--- src/rtl/rf_pkg.sv ---
// Shared defaults, register-index type and zero-register helper for the
// register file and its pending scoreboard.
package rf_pkg;
  localparam int WIDTH_DEF    = 64;
  localparam int ADDR_W_DEF   = 5;
  localparam int ZERO_REG_DEF = 31;

  typedef logic [ADDR_W_DEF-1:0] reg_idx_t;

  function automatic logic is_zero_reg(input int idx, input int zero);
    return idx == zero;
  endfunction
endpackage

--- src/rtl/rf_scoreboard.sv ---
// Per-register pending bits plus a running count of pending registers.
// State updates on the rising edge; set and clear are single-cycle strobes.
module rf_scoreboard
  import rf_pkg::*;
#(
  parameter int ADDR_W   = ADDR_W_DEF,
  parameter int ZERO_REG = ZERO_REG_DEF
) (
  input  logic                 clk,
  input  logic                 rst,
  input  logic                 set_vld,
  input  logic [ADDR_W-1:0]    set_idx,
  input  logic                 clr_vld,
  input  logic [ADDR_W-1:0]    clr_idx,
  output logic [2**ADDR_W-1:0] pending,
  output logic [ADDR_W:0]      pend_cnt
);
  localparam int CW = ADDR_W + 1;

  logic set_en, clr_en, inc, dec;

  assign set_en = set_vld && !is_zero_reg(int'(set_idx), ZERO_REG);
  assign clr_en = clr_vld && !is_zero_reg(int'(clr_idx), ZERO_REG);

  // A retiring write that collides with a fresh issue leaves the bit set,
  // so it must not decrement the count.
  assign inc = set_en && !pending[set_idx];
  assign dec = clr_en && pending[clr_idx] && !(set_en && (set_idx == clr_idx));

  always_ff @(posedge clk or posedge rst) begin
    if (rst) begin
      pending  <= '0;
      pend_cnt <= '0;
    end else begin
      if (clr_en) pending[clr_idx] <= 1'b0;
      if (set_en) pending[set_idx] <= 1'b1;
      pend_cnt <= pend_cnt + CW'(inc) - CW'(dec);
    end
  end
endmodule

--- src/rtl/regfile_scoreboard.sv ---
// Two-read/one-write register file with optional write-to-read bypass and a
// RAW-hazard scoreboard; reads are combinational, writes land on the edge.
module regfile_scoreboard
  import rf_pkg::*;
#(
  parameter int WIDTH    = WIDTH_DEF,
  parameter int ADDR_W   = ADDR_W_DEF,
  parameter int ZERO_REG = ZERO_REG_DEF,
  parameter int BYPASS   = 1
) (
  input  logic              Clk,
  input  logic              Rst,
  input  logic [ADDR_W-1:0] RA,
  input  logic [ADDR_W-1:0] RB,
  output logic [WIDTH-1:0]  BusA,
  output logic [WIDTH-1:0]  BusB,
  output logic              BusyA,
  output logic              BusyB,
  input  logic [ADDR_W-1:0] RW,
  input  logic [WIDTH-1:0]  BusW,
  input  logic              RegWr,
  input  logic              IssueVld,
  input  logic [ADDR_W-1:0] IssueRd,
  output logic [ADDR_W:0]   PendCnt
);
  localparam int DEPTH = 2**ADDR_W;

  logic [WIDTH-1:0] regs [DEPTH];
  logic [DEPTH-1:0] pending;
  logic             wr_en, zero_a, zero_b, fwd_a, fwd_b;

  assign wr_en  = RegWr && !is_zero_reg(int'(RW), ZERO_REG);
  assign zero_a = is_zero_reg(int'(RA), ZERO_REG);
  assign zero_b = is_zero_reg(int'(RB), ZERO_REG);
  assign fwd_a  = (BYPASS != 0) && RegWr && (RW == RA);
  assign fwd_b  = (BYPASS != 0) && RegWr && (RW == RB);

  always_ff @(posedge Clk or posedge Rst) begin
    if (Rst) begin
      for (int i = 0; i < DEPTH; i++) regs[i] <= '0;
    end else if (wr_en) begin
      regs[RW] <= BusW;
    end
  end

  always_comb begin
    BusA = '0;
    BusB = '0;
    if (!zero_a) BusA = fwd_a ? BusW : regs[RA];
    if (!zero_b) BusB = fwd_b ? BusW : regs[RB];
  end

  // A register being written this cycle is already resolved by the bypass.
  assign BusyA = !zero_a && pending[RA] && !fwd_a;
  assign BusyB = !zero_b && pending[RB] && !fwd_b;

  rf_scoreboard #(
    .ADDR_W   (ADDR_W),
    .ZERO_REG (ZERO_REG)
  ) u_sb (
    .clk      (Clk),
    .rst      (Rst),
    .set_vld  (IssueVld),
    .set_idx  (IssueRd),
    .clr_vld  (RegWr),
    .clr_idx  (RW),
    .pending  (pending),
    .pend_cnt (PendCnt)
  );
endmodule

--- config.mk ---
export PLATFORM = sky130hd
export DESIGN_NAME = regfile_scoreboard
export DESIGN_NICKNAME = d
export VERILOG_FILES = /design/src/rtl/rf_pkg.sv /design/src/rtl/rf_scoreboard.sv /design/src/rtl/regfile_scoreboard.sv
export SDC_FILE = /design/constraint.sdc
export NUM_CORES = 2
export LEC_CHECK = 0
export CAP_MARGIN = 5
export CORE_MARGIN = 1.5
export CORE_UTILIZATION = 55
export CTS_CLUSTER_DIAMETER = 100
export CTS_CLUSTER_SIZE = 28
export DETAILED_ROUTE_END_ITERATION = 8
export GPL_ROUTABILITY_DRIVEN = 0
export MAX_ROUTING_LAYER = met4
export PLACE_DENSITY = 0.82
export SLEW_MARGIN = 0
export SYNTH_ARGS = -nofsm -noshare
export SYNTH_HDL_FRONTEND = slang
export SYNTH_SLANG_ARGS = --single-unit
export TNS_END_PERCENT = 20
--- constraint.sdc ---
create_clock -name Clk -period 114 [get_ports Clk]
set_input_delay 11.4 -clock Clk [delete_from_list [all_inputs] [get_ports Clk]]
set_output_delay 11.4 -clock Clk [all_outputs]
set_load 0.02 [all_outputs]
Word-level counts from Yosys, hierarchy flattened
Index checks and enable logic that the tools add are counted.

word-level totals
  register bits after elaboration = 2086
  output and inout port bits = 136
  word-level logic and storage cells = 109
  bits of input ports = 88

operators by class
  bitwise operators = 6
  $add $sub $neg = 2
  magnitude comparators = 10
  equal/unequal tests = 7
  reductions and logical operators = 23
  muxes and demuxes = 27

operators by type and width
  cell                number
  $bwmux 2048         1
  $bmux 64 s5         2
  $mux 64             9
  $demux 64 s5        1
  $mux 32             2
  $and 32x32->32      1
  $not 32->32         1
  $or 32x32->32       1
  $lt 5x6->1 const B  4
  $bmux 1 s5          4
  $eq 5x1->1 const B  4
  $ge 6x6->1 const B  3
  $not 5->6           3
  $eq 5x5->1          3
  $logic_and 1x1->1   15
  $demux 1 s5         2
  $ge 5x1->1 const B  2
  $logic_not 1->1     8
  $add 6x1->6         1
  $lt 6x1->1 const B  1
  $mux 1              6
  $sub 6x1->6         1

Longest topological paths before layout
  word-level depth = 9
  depth in mapped cells = 15

Modules after synthesis
A second synthesis with hierarchy kept.

second synthesis, totals
  cell total of the unflattened synthesis = 8006
  area total of the unflattened synthesis = 112507.9 µm²

by module, submodules not included
  module              times used  sequential area each (µm²)  area an instance (µm²)  cells each
  regfile_scoreboard  1           51249.2                     110143.1                7780
  rf_scoreboard       1           950.9                       2364.8                  226

Worst setup path after synthesis
No wires, ideal clock.

  path type = input to output
  start = in RA[0]
  end = out BusA[38]
  buffers on the path = 4
  required time = 102.600 ns
  arrival time = 13.374 ns
  stages = 9
  path slack = 89.226 ns
  path through = buf_4 -> buf_4 -> buf_4 -> nor2_1 -> buf_2 -> a22oi_1 -> nand3_1 -> o211a_1 -> o41ai_1

between the ends
  word-level cells in the longest chain between the ends = 6
  elaborated cells between the ends (all ways) = 9

RTL lines
  element                                      line                      source
  from (decl)                                  regfile_scoreboard.sv:13  input logic [ADDR_W-1:0] RA,
  $not 5->6 (implied by the code)              regfile_scoreboard.sv:49  if (!zero_a) BusA = fwd_a ? BusW : regs[RA];
  $bmux 64 s5                                  regfile_scoreboard.sv:49
  $mux 64 (implied by the code) (2 in series)  regfile_scoreboard.sv:49
  $mux 64                                      regfile_scoreboard.sv:49
  $mux 64 (*)                                  regfile_scoreboard.sv:49
  to (decl)                                    regfile_scoreboard.sv:15  output logic [WIDTH-1:0] BusA,

Mark *: on every way between the ends. The rest lies on a longest branch, timed or not. The select of a mux whose other input is x is not followed.

Worst setup path after layout
  start = in RB[0]
  end = out BusB[49]

between the ends
  word-level cells in the longest chain between the ends = 6
  elaborated cells between the ends (all ways) = 9

RTL lines
  element                                      line                      source
  from (decl)                                  regfile_scoreboard.sv:14  input logic [ADDR_W-1:0] RB,
  $not 5->6 (implied by the code)              regfile_scoreboard.sv:50  if (!zero_b) BusB = fwd_b ? BusW : regs[RB];
  $bmux 64 s5                                  regfile_scoreboard.sv:50
  $mux 64 (implied by the code) (2 in series)  regfile_scoreboard.sv:50
  $mux 64                                      regfile_scoreboard.sv:50
  $mux 64 (*)                                  regfile_scoreboard.sv:50
  to (decl)                                    regfile_scoreboard.sv:16  output logic [WIDTH-1:0] BusB,

Marks and branches as above.

==> impl_metrics.json <==
{
  "status": "complete, no violations",
  "crit_family": "buffers and inverters",
  "ys_seq_area_frac": 0.466,
  "fp.dieW_um": 454,
  "cts_tree": "built",
  "min_period_over_period": 0.246,
  "clock_path_buffers": 3,
  "fp.dieH_um": 454,
  "p_per_area_nw_per_um2": 15.6,
  "drt-total-wl_mm": 367,
  "synth-simple-area-share": 0.0128,
  "port_buffers": 223,
  "synth_area_um2": 112000,
  "r2r_cells": 12,
  "start_util": 0.554,
  "final_common_cell": "dfrtp_1",
  "setup_tns_ps": 0,
  "power_uw": 1840,
  "whs_path_depth": 0,
  "grt_antenna_before_repair": 12,
  "fp.coreArea_um2": 202000,
  "fp-row-count": 165,
  "synth_edf_count": 0,
  "drc": 0,
  "max_freq_mhz": 35.6,
  "cp.depth": 10,
  "fin_nets": 7519,
  "worstSkewPairLatency_ps": 770,
  "synthesis.nets": 7955,
  "cts_max_level": 3,
  "syn_inst": 7860,
  "drive_above_1_share": 0.408,
  "rsz0062_at_grt": "false",
  "vias_per_cell": 7.58,
  "cp_common_cell": "buf_4",
  "hpwl_mm": 198,
  "grt_pass1_vias": 78200,
  "routedWlPerCell_um": 36.2,
  "critPathKind": "in2out",
  "hp-class": "reg2reg",
  "root_buffer": "clkbuf_16",
  "synth_top_family_by_area": "multiplexers",
  "final_cell_mix": "dfrtp_1, mux2_2, mux2i_1",
  "synth.avg_cell_area_um2": 14.2,
  "synth_compound_area_frac": 0.0669,
  "startpoint": "RB[0]",
  "finalHoldViolCount": 0,
  "endpoint_kind": "output port",
  "maxSlewHeadroom": 0.0511,
  "fin_crit_ps": 28070,
  "grtUsageTotal": 0.363,
  "post_cts_resized": 0,
  "worstMarginPinSlew_ps": 1400,
  "irDropWorstVdd_uv": 14.8,
  "hold_buffers": 0,
  "min_from": "regs[20]$_DFFE_PP0P_",
  "synth.distinct_cells": 61,
  "clkSlewWorstSetupHoldPaths_ps": 110,
  "grt_overflow": 0,
  "worstPathArrival_ps": 16670,
  "required_ps": 102600,
  "maxCapViolations": 0,
  "cts.sink_count": 2086,
  "synthArstFlopShare": 1.00,
  "area_delta_synth_final_pct": 5.29,
  "drv_slew": 0,
  "grt_pass1_wl_mm": 535,
  "vias": 76800,
  "setup_viol": 0,
  "synth_xor_area_frac": 0.00133,
  "ios": 224,
  "crit_buf_inv": 5,
  "cp_cell_sequence": "buf_8 > buf_4 > buf_4 > buf_4 > mux4_2 > a22o_1 > a2111oi_0 > a21oi_1 > a22o_1 > clkdlybuf4s50_1",
  "synth.area.mux_share": 0.414,
  "start_kind": "primary input",
  "drt_pass1_iterations": 8,
  "r2r_start": "u_sb.pending[31]$_DFF_PP0_",
  "grt_max_degree": 203,
  "synthAdderAreaFrac": 0.000850,
  "cp_max_fo": 67,
  "cts_buffers": 86,
  "die_area_um2": 206000,
  "critPathSlowestCell": "buf_4",
  "initialDrtViolationCount": 11000,
  "ys.flop_type": "dfrtp_1",
  "ant_nets": 0,
  "skew_ps": 13.2,
  "postCtsSetupRepairBufs": 0,
  "ys_ff_latch": 2086,
  "yosysWarningCount": 0,
  "p_leak_uw": 0.0511,
  "slowest_delay_ps": 790
}
## area by class of cell
class / instances / area [um2]
fillers: 15100 / 84300
multi-input cells: 4833 / 55900
flip-flops and latches: 2086 / 52200
repair buffers: 400 / 3790
well taps: 2672 / 3340
clock buffers: 91 / 2190
clock inverters: 17 / 263
inverters: 17 / 76.3
diodes: 13 / 32.5
## Yosys cell counts (2+ instances only)
cell type     n  area (um2)
a2111oi_0    24         210
a211oi_1    103         773
a21oi_1     173         866
a221oi_1     36         315
a22o_1       52         455
a22oi_1     128         961
a311oi_1      4        35.0
a32o_1       98         981
a32oi_1       3        26.3
and2_1       18         113
and3_1        6        37.5
buf_1        35         131
buf_2       347        1740
buf_4        34         255
buf_6         9         101
clkbuf_1    498        1870
dfrtp_1    2086       52200
ha_1          6        75.1
inv_1        16        60.1
mux2_1       29         327
mux2_2     1955       22000
mux2i_1     759        7600
mux4_2      730       16400
nand2_1     145         544
nand2b_1      6        37.5
nand3_1      36         180
nand3_2       2        20.0
nand3b_1      5        37.5
nand4_1       2        12.5
nand4b_1      3        26.3
nor2_1       24        90.1
nor2_2        6        37.5
nor2_4        4        45.0
nor2b_1      18         113
nor3_1        7        35.0
nor3b_1       7        52.6
o211a_1      13         130
o21ai_0     150         751
o221ai_1    115        1010
o22ai_1     115         719
o31ai_1       3        22.5
o41ai_1      16         140
xnor2_1      13         114
xor2_1        4        35.0
## layer usage
layer	share of wire	vias up	track usage
met2	0.45	5701	0.532
met4	0.073	0	0.221
met5	0	-	-
met1	0.36	40200	0.455
met3	0.12	1503	0.0932
li1	-	29400	-
## path summary, 6_finish.rpt
check	endpoint	slack [ps]
max in group asynchronous	regs[420]$_DFFE_PP0P_	97840
worst min-delay path	regs[20]$_DFFE_PP0P_	410
worst max-delay path	BusB[49]	85930
worst min register to register	regs[20]$_DFFE_PP0P_	410
min in group asynchronous	regs[837]$_DFFE_PP0P_	11190
worst max register to register	u_sb.pend_cnt[4]$_DFF_PP0_	110830
## flip-flops by register name (all words and copies together), names as in the netlist
| signal | flops |
|---|---|
| regs | 2048 |
| u_sb.pending | 32 |
| u_sb.pend_cnt | 6 |
## logic make-up (layout without fill, tap and decap cells)
logic type,after synthesis,in the layout
xor gates and xnor gates,17,17
DFF,2086,2086
muxes,3473,3473
buffers and inverters,941,525
AOI/OAI and AO/OA,1041,1041
and+or+nand+nor,295,295
other,0,13
adders and majority gates,7,7
## worst register-to-register path, stage by stage (launching register included)
cell and delay (ps):
dfrtp_1 440, mux4_2 480, and3_1 210, o21ai_0 200, a41oi_1 260, ha_1 360, inv_1 40, ha_1 200
fa_1 440, a21oi_1 170, nor2_1 50, nor2_1 110, xnor2_1 130
## metrics by stage
stage / cell area [um2] / setup slack, ps / hold WS (ps) / std cells / utilization
after floorplan: 112000 / 43670 / 450 / 7860 / -
after global placement: 115000 / 85970 / 385 / 10000 / 0.571
after detailed placement: 115000 / 85900 / 390 / 10000 / 0.571
after CTS: 118000 / 85900 / 415 / 10100 / 0.583
after global routing: 118000 / 85690 / 424 / 10100 / 0.583
final: 118000 / 85930 / 413 / 10100 / 0.583
## power by group
part	switching [uW]	internal, uW
Sequential	111	880
Clock	243	148
Combinational	198	260
(Power assumes the default switching activity.)
